### config.mk
export PLATFORM = sky130hd
export DESIGN_NAME = instr_sequencer
export DESIGN_NICKNAME = d
export VERILOG_FILES = /design/src/rtl/instr_sequencer.sv
export SDC_FILE = /design/constraint.sdc
export NUM_CORES = 1
export LEC_CHECK = 0
export BUFFER_PORTS_ARGS = -buffer_cell sky130_fd_sc_hd__buf_2
export CAP_MARGIN = 20
export CORE_MARGIN = 2
export CORE_UTILIZATION = 45
export DETAILED_ROUTE_END_ITERATION = 10
export REMOVE_ABC_BUFFERS = 1
export SLEW_MARGIN = 20
export SYNTH_ARGS = -nofsm -noshare
export SYNTH_HDL_FRONTEND = slang
export SYNTH_SLANG_ARGS = --single-unit
### constraint.sdc
create_clock -name clk -period 4.25 [get_ports clk]
set_input_delay 0.2125 -clock clk [delete_from_list [all_inputs] [get_ports clk]]
set_output_delay 0.2125 -clock clk [all_outputs]
set_load 0.03 [all_outputs]
### src/rtl/instr_sequencer.sv
// instr_sequencer: queues 18-bit instruction words in a circular FIFO and
// issues them to a datapath one at a time. Each issue is a ready/valid
// handshake. After it the block waits for exec_done, with a timeout abort,
// and then for the display controller to go idle.
//
// Ports
//   clk, reset            : clock; synchronous active-high reset
//   push, push_instr      : enqueue strobe and word ([17:15] op, [14:11] dest,
//                           [10:7] src1, [6:0] src2/imm)
//   run, step, flush      : continuous issue level, single-issue pulse, queue discard
//   issue_valid/instr     : registered issue request to the datapath
//   issue_ready           : datapath accepts the presented word
//   exec_done             : writeback-complete pulse
//   lcd_busy              : display refresh in progress; holds off issue
//   full, empty, count    : FIFO status
//   busy                  : sequencer is not IDLE
//   issued_cnt            : completed-instruction counter (wraps)
//   err_overflow/timeout  : sticky error flags
module instr_sequencer #(
  parameter int DEPTH   = 8,
  parameter int TIMEOUT = 255
) (
  input  logic        clk,
  input  logic        reset,
  input  logic        push,
  input  logic [17:0] push_instr,
  input  logic        run,
  input  logic        step,
  input  logic        flush,
  output logic        issue_valid,
  output logic [17:0] issue_instr,
  input  logic        issue_ready,
  input  logic        exec_done,
  input  logic        lcd_busy,
  output logic        full,
  output logic        empty,
  output logic [4:0]  count,
  output logic        busy,
  output logic [15:0] issued_cnt,
  output logic        err_overflow,
  output logic        err_timeout
);

  localparam int          AW       = $clog2(DEPTH);
  localparam logic [4:0]  DEPTH_C  = 5'(DEPTH);
  localparam logic [7:0]  TMO_LAST = 8'(TIMEOUT - 1);

  typedef enum logic [1:0] {S_IDLE, S_ISSUE, S_WAIT_DONE, S_WAIT_LCD} state_t;

  state_t          state_q, state_d;
  logic [17:0]     mem_q [DEPTH];
  logic [AW-1:0]   wr_ptr_q, rd_ptr_q;
  logic [4:0]      count_q;
  logic            step_pend_q;
  logic [7:0]      tmo_q, tmo_d;
  logic            valid_q, valid_d;
  logic [17:0]     instr_q, instr_d;
  logic [15:0]     issued_q;
  logic            ovf_q, tmo_err_q;
  logic            full_w, empty_w;
  logic            do_push, ovf_hit, pop;
  logic            done_inc, tmo_hit;

  assign full_w  = (count_q == DEPTH_C);
  assign empty_w = (count_q == 5'd0);

  // Flush beats push, so a push during flush is neither stored nor an overflow.
  assign do_push = push && !flush && !full_w;
  assign ovf_hit = push && !flush && full_w;
  // Pop only on a completed handshake of a presented word; flush cancels it.
  assign pop     = (state_q == S_ISSUE) && valid_q && issue_ready && !flush;

  always_comb begin
    state_d  = state_q;
    tmo_d    = tmo_q;
    valid_d  = valid_q;
    instr_d  = instr_q;
    done_inc = 1'b0;
    tmo_hit  = 1'b0;
    case (state_q)
      S_IDLE: begin
        if (!empty_w && (run || step_pend_q) && !lcd_busy && !flush)
          state_d = S_ISSUE;
      end
      S_ISSUE: begin
        if (flush) begin
          state_d = S_IDLE;
          valid_d = 1'b0;
        end else if (valid_q && issue_ready) begin
          state_d = S_WAIT_DONE;
          valid_d = 1'b0;
          tmo_d   = 8'd0;
        end else begin
          // First ISSUE cycle registers the head; the word then holds until taken.
          valid_d = 1'b1;
          instr_d = mem_q[rd_ptr_q];
        end
      end
      S_WAIT_DONE: begin
        if (exec_done) begin
          done_inc = 1'b1;
          state_d  = S_WAIT_LCD;
        end else if (tmo_q == TMO_LAST) begin
          tmo_hit = 1'b1;
          tmo_d   = 8'd0;
          state_d = S_IDLE;
        end else begin
          tmo_d = tmo_q + 8'd1;
        end
      end
      S_WAIT_LCD: begin
        if (!lcd_busy) state_d = S_IDLE;
      end
      default: state_d = S_IDLE;
    endcase
  end

  always_ff @(posedge clk) begin
    if (reset) begin
      state_q     <= S_IDLE;
      wr_ptr_q    <= '0;
      rd_ptr_q    <= '0;
      count_q     <= '0;
      step_pend_q <= 1'b0;
      tmo_q       <= '0;
      valid_q     <= 1'b0;
      instr_q     <= '0;
      issued_q    <= '0;
      ovf_q       <= 1'b0;
      tmo_err_q   <= 1'b0;
    end else begin
      state_q <= state_d;
      tmo_q   <= tmo_d;
      valid_q <= valid_d;
      instr_q <= instr_d;
      if (flush) begin
        wr_ptr_q <= '0;
        rd_ptr_q <= '0;
        count_q  <= '0;
      end else begin
        if (do_push) wr_ptr_q <= wr_ptr_q + AW'(1);
        if (pop)     rd_ptr_q <= rd_ptr_q + AW'(1);
        count_q <= count_q + 5'(do_push) - 5'(pop);
      end
      if (flush || pop)         step_pend_q <= 1'b0;
      else if (step && !run)    step_pend_q <= 1'b1;
      if (done_inc) issued_q  <= issued_q + 16'd1;
      if (ovf_hit)  ovf_q     <= 1'b1;
      if (tmo_hit)  tmo_err_q <= 1'b1;
    end
  end

  // Storage needs no reset: pointers and count define what is valid.
  always_ff @(posedge clk) begin
    if (do_push && !reset) mem_q[wr_ptr_q] <= push_instr;
  end

  assign issue_valid  = valid_q;
  assign issue_instr  = instr_q;
  assign full         = full_w;
  assign empty        = empty_w;
  assign count        = count_q;
  assign busy         = (state_q != S_IDLE);
  assign issued_cnt   = issued_q;
  assign err_overflow = ovf_q;
  assign err_timeout  = tmo_err_q;

endmodule

==> results by group <==
Outcome
  – Status: completed

Critical path
  – Critical path's top delay family: simple AND/OR/NAND/NOR gates
  – CP max stage delay: 0.66 ns
  – Critical Path End Type: flop
  – WP data required: around 4.7 ns
  – Worst setup SP type: flop
  – Depth of the worst register-to-register path: 13
  – Critical Path Stages: 13
  – WP data arrival: 3.58 ns
  – CP Class: flop to flop
  – Max Fanout on Critical Path: 6
  – R2r setup slk: roughly 1.1 ns
  – CP max-delay cell: or4b_2
  – Number of buffers and inverters on the critical path: 3
  – Worst path cell trace: inv_1 > ha_1 > or4b_2 > nand2_1 > ha_1 > inv_1 > ha_1 > inv_1 > fa_1 > nand2b_1 > a21oi_1 > nor3_1 > nor3b_1

Drt
  – Avg WL per Cell: 18.5 um
  – DRC violations left: 0
  – Routed Wire Length: 16200 um
  – First drt pass iteration count: 4
  – ANT nets after route: 0
  – Vias after detailed routing: about 4700
  – Initial DRC count: 205
  – Vias per Instance: 5.38

Global route
  – First-pass GRT wire length: between 20000 and 30000 um
  – GR Layer Usage met2: between 20% and 30%
  – Vias in the first global route: between 4000 and 5000
  – Met3 Use GR: 3.26%
  – GR Overflow Total: 0
  – GR Util All Layers: between 15 and 20%
  – Busiest grt layer: met2
  – GR Util met1: 23.0%
  – Largest net degree at the start of global routing: 48
  – Antenna violations before repair: 0

Timing
  – Final worst slack: about 1.1 ns
  – Unrepaired setup endpoints after global routing: false
  – WHS: 0.0431 ns
  – Tightest Pin Transition: approximately 1.1 ns
  – Crit path time final: ~3.2 ns
  – Fin Clk Skew: between 0.009 and 0.01 ns
  – Highest Clock Rate: 317 MHz
  – Period utilization: roughly three quarters
  – Final Hold Violating Endpoints: 0
  – Relative slew slack: 25.5%
  – Max Slew Vio Count: 0
  – Setup TNS Final: 0 ns
  – Final setup viols: 0

Power and ir drop
  – Pint: 3.46 mW
  – Sw power: 0.843 mW
  – Peak VDD IR: 0.419 mV
  – P_leak: ~3.3 nW
  – Switching portion of total power: 19.6%
  – Flop pwr share: 49.5%
  – Combinational Power Share: 2.3%
  – Cell Pwr Density: 440 mW/mm^2
  – Clk pwr share: 48.2%

Placement
  – Post-DP HPWL: between 9000 and 10000 um
  – Placer congestion estimate: 0.770
  – Worst slack at placement: 1.09 ns
  – IO Port Bufs: 71

Layout
  – Layout cells sized above 1: 27.1%
  – Antenna diodes: 0
  – Final design utilization: a little over half
  – Area Growth Syn to Fin: 20.4%
  – Layout net count: 669
  – Commonest non-fill, non-tap cell in the layout: edfxtp_1
  – Most frequent cells in the layout: 144 x edfxtp_1, 71 x buf_2, 58 x dfxtp_1

Floorplanning
  – Row count: 49
  – Die W: 138 um
  – I/O Pins: 72
  – Core footprint: between 0.015 and 0.02 mm^2
  – DIE AREA: 0.0191 mm^2
  – Die Height: 138 um
  – Starting Density: around 46%

Synthesis
  – Share of the synthesized area in the top cell type: 53.2%
  – Average cell area after synthesis: 15.5 um^2
  – Synth async-reset ratio: 0%
  – Sequential area share after synthesis: 67.8%
  – Ys flop type: edfxtp_1
  – Yosys warns: 0
  – Post-Syn Area: 0.00813 mm^2
  – #FFs+latches synth: between 200 and 250
  – Largest area contributor in the netlist: edfxtp_1
  – Cells after Synth: between 500 and 600
  – Area contributors post-synth: edfxtp_1 53%, dfxtp_1 15%, mux4_2 10%
  – Number of flops mapped to enable cells by yosys: between 100 and 150
  – Cell variety after synth: 49

CTS
  – Clk slew on worst S/H paths: 0.06 ns
  – Post-CTS setup buffer count: 0
  – Worst-skew pair later-pin latency: 0.51 ns
  – TritonCTS Buffers: 23
  – CTS sink count: 203
  – CTS tree: done
  – CTS Buffer Depth: 3
  – CTS HTree Levels: 1
  – Number of hold buffers added after CTS: 19
  – CTS Root Cell: clkbuf_16
  – Post-CTS Resized: 0

Min path
  – Class of the worst hold path: input port to flop
  – Worst Hold Depth: 4

Job
  – Max Cap Viol: 0
## worst paths after layout
kind | start | to
hold reg to reg | err_overflow | err_overflow
hold / removal | issue_ready | issue_valid
setup reg to reg | count[2] | count[4]
setup / recovery | count[2] | count[4]
## power groups by stage
stage	clock network [mW]	logic [mW]	registers, mW
CTS	2.12	0.0987	2.13
detailed placement	0	0.0845	2.17
floorplan	0	0.0279	2.18
finish	2.08	0.0975	2.13
global placement	0	0.0817	2.17
global route	2.20	0.108	2.13
## cell type report
class,count,area (um^2)
clock buffers,33,676
well taps,229,287
flip-flops and latches,203,5510
inverters,18,67.6
fillers,1435,8060
multi-input cells,279,2450
clock inverters,9,143
repair buffers,104,651
## registers in the layout, summed over array words and instances (netlist names)
register / cells
count: 5
err_overflow: 1
err_timeout: 1
issue_instr: 18
issue_valid: 1
issued_cnt: 16
mem_q: 144
rd_ptr_q: 3
state_q: 2
step_pend_q: 1
tmo_q: 8
wr_ptr_q: 3
## kinds of logic (layout without fill, tap and decap cells)
logic type	after synthesis	in the layout	synth area share (%)
buffers and inverters	43	164	2.49
AND/OR/NAND/NOR	131	131	8.75
AO/OA/AOI/OAI	64	64	4.82
adder cells (fa/ha/maj)	13	13	2.09
XOR/XNOR	15	15	1.62
multiplexers	56	56	12.5
flip-flops	203	203	67.8
## per-layer routing
layer,routed length (um),up-vias
met2,7960,97
met4,306,0
met1,7210,2346
met5,0,-
met3,742,28
li1,-,2237
## Yosys cell counts, types with 5 or more instances
cell / n
a211oi_1: 18
a21oi_1: 25
buf_2: 9
buf_4: 6
clkbuf_1: 8
dfxtp_1: 59
edfxtp_1: 144
ha_1: 12
inv_1: 18
mux2i_1: 18
mux4_2: 36
nand2_1: 16
nand3_1: 12
nor2_1: 45
nor3_1: 7
nor4_1: 6
o21ai_0: 10
o31ai_1: 5
or3_1: 7
or4_1: 7
xnor2_1: 7
xor2_1: 8
## worst min-delay path, stage by stage
cell and delay (ns):
buf_2 0.11, nand2_1 0.07, nand2_1 0.06, a21oi_1 0.05
## stage by stage
stage	power (mW)	instances	cell area [um^2]
2_1_floorplan	2.21	500	7990
3_3_place_gp	2.25	814	8770
3_5_place_dp	2.26	814	8770
4_1_cts	4.35	875	9780
5_1_grt	4.44	875	9780
6_report	4.30	875	9780
Power figures use the tool's default switching activity.
